$ cat config.mk
export PLATFORM = sky130hd
export DESIGN_NAME = pipe_hazard_ctrl_flat
export DESIGN_NICKNAME = d
export VERILOG_FILES = /design/src/rtl/pipe_hazard_ctrl_if.sv /design/src/rtl/pipe_hazard_ctrl.sv /design/src/flat_wrapper.sv
export SDC_FILE = /design/constraint.sdc
export NUM_CORES = 1
export LEC_CHECK = 0
export ABC_AREA = 1
export BUFFER_PORTS_ARGS = -buffer_cell sky130_fd_sc_hd__buf_2
export CORE_AREA = 2 2 49 51
export CTS_CLUSTER_DIAMETER = 50
export DETAILED_ROUTE_END_ITERATION = 12
export DIE_AREA = 0 0 51 53
export PLACE_DENSITY = 0.78
export SLEW_MARGIN = 5
export SYNTH_ARGS = -nofsm -noshare
export SYNTH_HDL_FRONTEND = slang
export SYNTH_SLANG_ARGS = --single-unit
export TNS_END_PERCENT = 1
$ cat constraint.sdc
create_clock -name clk -period 1.85 [get_ports clk]
set_clock_uncertainty 0.15 [all_clocks]
set_input_delay 0 -clock clk [delete_from_list [all_inputs] [get_ports clk]]
set_output_delay 0 -clock clk [all_outputs]
set_load 0.005 [all_outputs]
$ cat src/rtl/pipe_hazard_ctrl_if.sv
// Hazard-control bundle between the pipeline datapath and pipe_hazard_ctrl.
// master = pipeline side (drives hazard fields), slave = hazard controller.
interface pipe_hazard_ctrl_if #(
  parameter int CNT_WIDTH = 16
);
  logic                 MemReadEX;
  logic [4:0]           WriteRegAddrEX;
  logic [4:0]           Reg1AddrID;
  logic [4:0]           Reg2AddrID;
  logic                 Use1ID;
  logic                 Use2ID;
  logic                 BranchTakenEX;
  logic                 MemReqM;
  logic                 MemReadyM;
  logic                 PCEnable;
  logic                 IFIDEnable;
  logic                 IFIDFlush;
  logic                 IDEXEnable;
  logic                 IDEXFlush;
  logic                 EXMEMEnable;
  logic                 MemTimeout;
  logic [1:0]           HazState;
  logic [CNT_WIDTH-1:0] StallCycles;
  logic [CNT_WIDTH-1:0] FlushCount;

  modport master (
    output MemReadEX, WriteRegAddrEX, Reg1AddrID, Reg2AddrID, Use1ID, Use2ID,
           BranchTakenEX, MemReqM, MemReadyM,
    input  PCEnable, IFIDEnable, IFIDFlush, IDEXEnable, IDEXFlush, EXMEMEnable,
           MemTimeout, HazState, StallCycles, FlushCount
  );

  modport slave (
    input  MemReadEX, WriteRegAddrEX, Reg1AddrID, Reg2AddrID, Use1ID, Use2ID,
           BranchTakenEX, MemReqM, MemReadyM,
    output PCEnable, IFIDEnable, IFIDFlush, IDEXEnable, IDEXFlush, EXMEMEnable,
           MemTimeout, HazState, StallCycles, FlushCount
  );
endinterface

$ cat src/rtl/pipe_hazard_ctrl.sv
// Pipeline hazard controller: load-use bubbles, redirect flushes, bounded data-memory wait.
// Optional performance counters are built only when HAZ_PERF_CNT_EN is defined.
module pipe_hazard_ctrl #(
  parameter int MEM_TIMEOUT = 15,
  parameter int CNT_WIDTH   = 16
) (
  input logic            clk,
  input logic            reset,
  pipe_hazard_ctrl_if.slave hz
);
  localparam int WAIT_W = $clog2(MEM_TIMEOUT + 1);

  typedef enum logic [1:0] {
    RUN        = 2'd0,
    LOAD_STALL = 2'd1,
    MEM_WAIT   = 2'd2
  } state_t;

  state_t              state_r;
  logic [WAIT_W-1:0]   wait_cnt_r;
  logic                memstall_s;
  logic                loaduse_s;
  logic                wait_expired_s;
  logic                pc_en_s, ifid_en_s, ifid_fl_s, idex_en_s, idex_fl_s, exmem_en_s, timeout_s;

  // Hazard detection on the current EX/ID/MEM fields.
  always_comb begin
    memstall_s     = hz.MemReqM & ~hz.MemReadyM;
    loaduse_s      = hz.MemReadEX & (hz.WriteRegAddrEX != 5'd0) &
                     ((hz.Use1ID & (hz.Reg1AddrID == hz.WriteRegAddrEX)) |
                      (hz.Use2ID & (hz.Reg2AddrID == hz.WriteRegAddrEX)));
    wait_expired_s = (wait_cnt_r == WAIT_W'(MEM_TIMEOUT));
  end

  // Hazard FSM and memory-wait counter.
  always_ff @(posedge clk) begin
    if (!reset) begin
      state_r    <= RUN;
      wait_cnt_r <= {WAIT_W{1'b0}};
    end else begin
      case (state_r)
        RUN: begin
          if (memstall_s) begin
            state_r    <= MEM_WAIT;
            wait_cnt_r <= WAIT_W'(1);
          end else if (hz.BranchTakenEX) begin
            state_r    <= RUN;
          end else if (loaduse_s) begin
            state_r    <= LOAD_STALL;
          end else begin
            state_r    <= RUN;
          end
        end
        LOAD_STALL: begin
          if (memstall_s) begin
            state_r    <= MEM_WAIT;
            wait_cnt_r <= WAIT_W'(1);
          end else begin
            state_r    <= RUN;
          end
        end
        MEM_WAIT: begin
          if (hz.MemReadyM || wait_expired_s) begin
            state_r    <= RUN;
            wait_cnt_r <= {WAIT_W{1'b0}};
          end else begin
            wait_cnt_r <= wait_cnt_r + WAIT_W'(1);
          end
        end
        default: begin
          state_r    <= RUN;
          wait_cnt_r <= {WAIT_W{1'b0}};
        end
      endcase
    end
  end

  // Same-cycle decode of enables/flushes; reset forces a full freeze with NOPs injected.
  always_comb begin
    pc_en_s    = 1'b1;
    ifid_en_s  = 1'b1;
    ifid_fl_s  = 1'b0;
    idex_en_s  = 1'b1;
    idex_fl_s  = 1'b0;
    exmem_en_s = 1'b1;
    timeout_s  = 1'b0;
    if (!reset) begin
      {pc_en_s, ifid_en_s, idex_en_s, exmem_en_s} = 4'b0000;
      {ifid_fl_s, idex_fl_s}                     = 2'b11;
    end else begin
      case (state_r)
        RUN: begin
          if (memstall_s) begin
            {pc_en_s, ifid_en_s, idex_en_s, exmem_en_s} = 4'b0000;
          end else if (hz.BranchTakenEX) begin
            {ifid_fl_s, idex_fl_s} = 2'b11;
          end else if (loaduse_s) begin
            {pc_en_s, ifid_en_s} = 2'b00;
            idex_fl_s            = 1'b1;
          end else begin
            pc_en_s = 1'b1;
          end
        end
        LOAD_STALL: begin
          if (memstall_s) begin
            {pc_en_s, ifid_en_s, idex_en_s, exmem_en_s} = 4'b0000;
          end else begin
            pc_en_s = 1'b1;
          end
        end
        MEM_WAIT: begin
          if (hz.MemReadyM) begin
            pc_en_s = 1'b1;
          end else if (wait_expired_s) begin
            timeout_s = 1'b1;
          end else begin
            {pc_en_s, ifid_en_s, idex_en_s, exmem_en_s} = 4'b0000;
          end
        end
        default: begin
          pc_en_s = 1'b1;
        end
      endcase
    end
  end

  assign hz.PCEnable    = pc_en_s;
  assign hz.IFIDEnable  = ifid_en_s;
  assign hz.IFIDFlush   = ifid_fl_s;
  assign hz.IDEXEnable  = idex_en_s;
  assign hz.IDEXFlush   = idex_fl_s;
  assign hz.EXMEMEnable = exmem_en_s;
  assign hz.MemTimeout  = timeout_s;
  assign hz.HazState    = state_r;

`ifdef HAZ_PERF_CNT_EN
  logic [CNT_WIDTH-1:0] stall_cnt_r;
  logic [CNT_WIDTH-1:0] flush_cnt_r;

  // Saturating counts of frozen/bubble cycles and redirect flushes.
  always_ff @(posedge clk) begin
    if (!reset) begin
      stall_cnt_r <= {CNT_WIDTH{1'b0}};
      flush_cnt_r <= {CNT_WIDTH{1'b0}};
    end else begin
      if (!pc_en_s && (stall_cnt_r != {CNT_WIDTH{1'b1}})) begin
        stall_cnt_r <= stall_cnt_r + CNT_WIDTH'(1);
      end else begin
        stall_cnt_r <= stall_cnt_r;
      end
      if (ifid_fl_s && (flush_cnt_r != {CNT_WIDTH{1'b1}})) begin
        flush_cnt_r <= flush_cnt_r + CNT_WIDTH'(1);
      end else begin
        flush_cnt_r <= flush_cnt_r;
      end
    end
  end

  assign hz.StallCycles = stall_cnt_r;
  assign hz.FlushCount  = flush_cnt_r;
`else
  assign hz.StallCycles = {CNT_WIDTH{1'b0}};
  assign hz.FlushCount  = {CNT_WIDTH{1'b0}};
`endif
endmodule

$ cat src/flat_wrapper.sv
// flat-port wrapper written by rule: the top's interface ports become plain ports
module pipe_hazard_ctrl_flat 
#(
  parameter int MEM_TIMEOUT = 15,
  parameter int CNT_WIDTH   = 16
)
  (clk, reset, hz_MemReadEX, hz_WriteRegAddrEX, hz_Reg1AddrID, hz_Reg2AddrID, hz_Use1ID, hz_Use2ID, hz_BranchTakenEX, hz_MemReqM, hz_MemReadyM, hz_PCEnable, hz_IFIDEnable, hz_IFIDFlush, hz_IDEXEnable, hz_IDEXFlush, hz_EXMEMEnable, hz_MemTimeout, hz_HazState, hz_StallCycles, hz_FlushCount);
  pipe_hazard_ctrl_if #(.CNT_WIDTH(CNT_WIDTH)) hz_i ();
  input logic clk;
  input logic reset;
  input wire logic [$bits(hz_i.MemReadEX)-1:0] hz_MemReadEX;
  input wire logic [$bits(hz_i.WriteRegAddrEX)-1:0] hz_WriteRegAddrEX;
  input wire logic [$bits(hz_i.Reg1AddrID)-1:0] hz_Reg1AddrID;
  input wire logic [$bits(hz_i.Reg2AddrID)-1:0] hz_Reg2AddrID;
  input wire logic [$bits(hz_i.Use1ID)-1:0] hz_Use1ID;
  input wire logic [$bits(hz_i.Use2ID)-1:0] hz_Use2ID;
  input wire logic [$bits(hz_i.BranchTakenEX)-1:0] hz_BranchTakenEX;
  input wire logic [$bits(hz_i.MemReqM)-1:0] hz_MemReqM;
  input wire logic [$bits(hz_i.MemReadyM)-1:0] hz_MemReadyM;
  output wire logic [$bits(hz_i.PCEnable)-1:0] hz_PCEnable;
  output wire logic [$bits(hz_i.IFIDEnable)-1:0] hz_IFIDEnable;
  output wire logic [$bits(hz_i.IFIDFlush)-1:0] hz_IFIDFlush;
  output wire logic [$bits(hz_i.IDEXEnable)-1:0] hz_IDEXEnable;
  output wire logic [$bits(hz_i.IDEXFlush)-1:0] hz_IDEXFlush;
  output wire logic [$bits(hz_i.EXMEMEnable)-1:0] hz_EXMEMEnable;
  output wire logic [$bits(hz_i.MemTimeout)-1:0] hz_MemTimeout;
  output wire logic [$bits(hz_i.HazState)-1:0] hz_HazState;
  output wire logic [$bits(hz_i.StallCycles)-1:0] hz_StallCycles;
  output wire logic [$bits(hz_i.FlushCount)-1:0] hz_FlushCount;
  assign hz_i.MemReadEX = hz_MemReadEX;
  assign hz_i.WriteRegAddrEX = hz_WriteRegAddrEX;
  assign hz_i.Reg1AddrID = hz_Reg1AddrID;
  assign hz_i.Reg2AddrID = hz_Reg2AddrID;
  assign hz_i.Use1ID = hz_Use1ID;
  assign hz_i.Use2ID = hz_Use2ID;
  assign hz_i.BranchTakenEX = hz_BranchTakenEX;
  assign hz_i.MemReqM = hz_MemReqM;
  assign hz_i.MemReadyM = hz_MemReadyM;
  assign hz_PCEnable = hz_i.PCEnable;
  assign hz_IFIDEnable = hz_i.IFIDEnable;
  assign hz_IFIDFlush = hz_i.IFIDFlush;
  assign hz_IDEXEnable = hz_i.IDEXEnable;
  assign hz_IDEXFlush = hz_i.IDEXFlush;
  assign hz_EXMEMEnable = hz_i.EXMEMEnable;
  assign hz_MemTimeout = hz_i.MemTimeout;
  assign hz_HazState = hz_i.HazState;
  assign hz_StallCycles = hz_i.StallCycles;
  assign hz_FlushCount = hz_i.FlushCount;
  pipe_hazard_ctrl #(.MEM_TIMEOUT(MEM_TIMEOUT), .CNT_WIDTH(CNT_WIDTH)) u_core (.clk(clk), .reset(reset), .hz(hz_i));
endmodule
-- After elaboration in Yosys (flattened, before gate mapping)
Index checks and enable logic that the tools add are counted.
- add/subtract/negate cells: 1
- equality and inequality tests: 7
- muxes and demuxes: 31
- bitwise operators: 7
- reductions and logical operators: 4
- operator list (operator ; number):
    2-to-1 mux 1 bit ; 21
    equality test 5 bit ; 2
    2-to-1 mux 2 bit ; 4
    2-to-1 mux 4 bit ; 2
    case mux 4 bit (2 select lines) ; 1
    case mux 2 bit (3 select lines) ; 1
    bitwise AND 1 bit ; 5
    nonzero test 5 bit ; 1
    adder 4 x 1 -> 4 bit (second input constant) ; 1
    equality test 4 bit (second input constant) ; 1
    != test 2 x 1 -> 1 bit (second input constant) ; 2
    case mux 1 bit (3 select lines) ; 1
    equality test 2 x 1 -> 1 bit (second input constant) ; 1
    equality test 2 bit (second input constant) ; 1
    zero test 2 bit ; 1
    case mux 1 bit (2 select lines) ; 1
    OR reduction 2 bit ; 1
    logical OR 1 bit ; 1
    inverter 1 bit ; 1
    OR 1 bit ; 1
- register bits: 6
- input port bits: 23
- output and inout bits: 41
- logic and storage cells: 52

-- Depth between registers and ports, before layout
- depth in word-level cells: 9
- depth in mapped cells: 10
- mapped depth without buffers: 9

-- Worst setup path before layout
OpenSTA, ideal clock, no wires.
- kind: register to register
- start: register u_core.wait_cnt_r[0]
- end: register u_core.wait_cnt_r[0]
- library setup time: 66 ps
- data arrival time: 1125 ps
- data required time: 1634 ps
- path slack: 509 ps
- stages on the path, launching flop included: 9
- cell sequence: dfxtp_1 > ha_1 > nand3_1 > nand2_2 > nor2_4 > inv_2 > o21ai_1 > nand2_1 > a21oi_2
- longest elaborated chain between the ends: 4
- elaborated cells between the ends (all ways): 5
- those cells by class: add/sub (1); eq/ne (1); mux (2); reduce/logical (1)
- RTL lines (what ; RTL line ; source):
    start: declaration ; pipe_hazard_ctrl.sv:20 ; logic [WAIT_W-1:0] wait_cnt_r;
    start signal: assignment ; pipe_hazard_ctrl.sv:39 ; wait_cnt_r <= {WAIT_W{1'b0}};
    start signal: assignment ; pipe_hazard_ctrl.sv:65 ; wait_cnt_r <= {WAIT_W{1'b0}};
    start signal: assignment ; pipe_hazard_ctrl.sv:67 ; wait_cnt_r <= wait_cnt_r + WAIT_W'(1);
    parallel branches: the longest is 2 deep, another holds adder 4 x 1 -> 4 bit ; -- ;
    2-to-1 mux 4 bit (*) ; pipe_hazard_ctrl.sv:63 ; if (hz.MemReadyM || wait_expired_s) begin
    case mux 4 bit (2 select lines) (*) ; pipe_hazard_ctrl.sv:41 ; case (state_r)
Mark *: on every way between the ends.
A chain may end at the register's enable or synchronous reset.

-- Final worst setup path
- start: register u_core.wait_cnt_r[0]
- end: output port hz_PCEnable
- longest elaborated chain between the ends: 5
- RTL lines (what ; RTL line ; source):
    equality test 4 bit ; pipe_hazard_ctrl.sv:32 ; wait_expired_s = (wait_cnt_r == WAIT_W'(MEM_TIMEOUT));
    2-to-1 mux 1 bit ; pipe_hazard_ctrl.sv:114 ; end else if (wait_expired_s) begin
    2-to-1 mux 1 bit ; pipe_hazard_ctrl.sv:112 ; if (hz.MemReadyM) begin
    case mux 1 bit (3 select lines) ; pipe_hazard_ctrl.sv:91 ; case (state_r)
    2-to-1 mux 1 bit ; pipe_hazard_ctrl.sv:87 ; if (!reset) begin
    end: declaration ; flat_wrapper.sv:20 ; output wire logic [$bits(hz_i.PCEnable)-1:0] hz_PCEnable;
Every way passes these cells.

==> metrics.txt <==
final period utilization=87.3%; synth warn=0; first-pass GRT wire length=2430 um; WP data required=1.70 ns; P&R area growth vs syn=13.6%; gr usage total=12.0%; pwr dens=409 nW/um^2; GRT overflow=0; largest net degree at the start of global routing=9; TritonCTS buffer count=3; Row Count=17; Leakage=0.606 nW; Clk Latency, worst-skew pair=roughly 0.24 ns; DP HPWL=1320 um; Post-Synthesis Cell Area=840 um^2; CP startpoint kind=register; remaining antenna violation count=0; vias in the first global route=633; Top FF cell, synth=dfxtp_1; Seq/Total Area, Yosys=14.3%; vias per cell=3.88; FF/Latch Area=120 um^2; clk root buf=clkbuf_4; Synth top cells by count=nand2_1 (42), buf_4 (34), inv_1 (23), nor2_1 (13); Max clock buf depth=2; number of antenna violations at the first check in global routing=0; met2 WL post-DR=between 700 and 800 um; cell family with most CP delay=flip-flops; Yosys reg bits=6; Chip Width=roughly 50 um; setup violators final=0; asr flop ratio synth=0%; final WL=1530 um; # DRC=0; Multi-input gate area=around 490 um^2; Hold Path Class=in2reg; Pwr Total=0.390 mW; clk slew on worst S/H paths=0.04 ns; Setup TNS=0 ns; Syn Inst Count=146; Avg Synthesized Cell Area=about 5.8 um^2; die height=53 um; drt pass-1 iters=4; Critical Path AT=about 1.5 ns; uppermost layer routed=met4; slowest CP cell=dfxtp_1; fraction of layout cells with a size suffix above 1=between 20% and 30%; Final min period=roughly 1.6 ns; fillers=about 240; CTS tree=done; IO Pins=between 60 and 70; Initial DRC Count=15; crit path cell chain=ha_1, nand3_1, nand2_2, inv_1, nor2_1, o211ai_1, nand2_1, buf_2; Synth area leader=buf_4; Setup crit end kind=output port; antenna fix cells=0; fin nets=between 200 and 250; Slew Limit Fails=0; EDFF count, synth=0; hold slack=0.0409 ns; Netlist cell types=23; Post-CTS Setup Bufs=0; wire per inst=~7.3 um; WL met1=627 um; gpl congestion=0.749; Fin. Hold Viols=0; RSZ-0062 raised after global routing=false; core box area=2150 um^2; Setup CP Type=reg2out; post-synth top area share=30.4%; CTS Sinks=6; Max Cap Viol=0; run status=completed; critical-path maximum fanout=4; Via Count=811; die area=approximately 2700 um^2; Area contributors post-synth=buf_4 (30%), nand2_1 (19%), dfxtp_1 (14%); Initial Utilization=between 30% and 40%; met3 routed WL=138 um; worst vdd ir=0.000162 V; fmax=0.620 GHz; htree depth=1; most frequent cell after synthesis=nand2_1; Critical Path Max Stage Delay=0.33 ns; post-CTS resize count=0; IO Port Bufs=31; Buf/Inv on CP=2
placed cells by master, fill, tap and decap left out, drive strengths merged:
cell type,count
nand4,1
xnor2,1
nand2,43
nor4,1
inv,25
nor2,15
a21oi,6
nor3,1
nand3,6
o21bai,1
o211ai,1
conb,32
buf,31
o21ai,3
ha,1
dlygate4sd3,4
clkbuf,3
dfxtp,6
state kept, by name (all words and copies together) (netlist names):
signal and flops:
u_core.hz.HazState 2, u_core.wait_cnt_r 4
repair_timing:
action	CTS	global route
endpoints found under the setup margin	0	0
hold buffers	4	0
endpoints found under the hold margin	3	0
stage by stage:
step / instances / cell area, um^2 / utilization [%] / setup WS (ns)
after floorplan: 177 / 956 / - / 0.509
after global placement: 202 / 891 / 41.5 / 0.450
after detailed placement: 202 / 891 / 41.5 / 0.419
after CTS: 209 / 953 / 44.4 / 0.220
after global routing: 209 / 953 / 44.4 / 0.0905
final: 209 / 953 / 44.4 / 0.236
worst reg2reg max path, delay by kind of cell (launching register included):
kind                       cells  cell delay, ns
DFF                            1            0.33
and+or+nand+nor                4            0.40
buffers and inverters          1            0.06
AOI/OAI and AO/OA              2            0.21
adders and majority gates      1            0.24
logic make-up (layout without fill, tap and decap cells):
kind of cell	Yosys count	after routing	share of synthesized area (%)
fa+ha+maj	1	1	1.49
other cells	1	32	0.447
compound gates	11	11	8.05
flops	6	6	14.3
simple gates	67	67	33.1
buf+inv	59	63	41.6
xor+xnor	1	1	1.04
worst paths after layout:
kind	end	slack, ns	depth (start not counted)	from
hold reg to reg	u_core.wait_cnt_r[3]$_SDFFE_PN0N_	0.34	2	u_core.wait_cnt_r[3]$_SDFFE_PN0N_
hold / removal	u_core.hz.HazState[1]$_SDFFE_PN0P_	0.04	4	hz_MemReadyM
setup reg to reg	u_core.wait_cnt_r[0]$_SDFFE_PN0N_	0.40	8	u_core.wait_cnt_r[0]$_SDFFE_PN0N_
setup / recovery	hz_PCEnable	0.24	8	u_core.wait_cnt_r[0]$_SDFFE_PN0N_
per-layer routing:
layer / vias up / track usage [%]
met5: - / 0
met4: 0 / 8.11
met3: 2 / 1.69
met2: 38 / 21.0
met1: 327 / 13.5
li1: 444 / -
power breakdown:
group / total, mW / switching [mW] / leakage [nW] / internal [mW]
combinational: 0.136 / 0.0811 / 0.544 / 0.0548
clock: 0.117 / 0.0441 / 0.0138 / 0.0732
sequential: 0.137 / 0.00332 / 0.0487 / 0.133
final cells by class:
cell class	instances	area share [%]
clock buffers	3	2.36
inverters	25	9.84
multi-input cells	112	51.0
flip-flops and latches	6	12.6
well taps	28	3.67
repair buffers	35	20.5
Note: power is estimated with default switching activity, not from simulation.
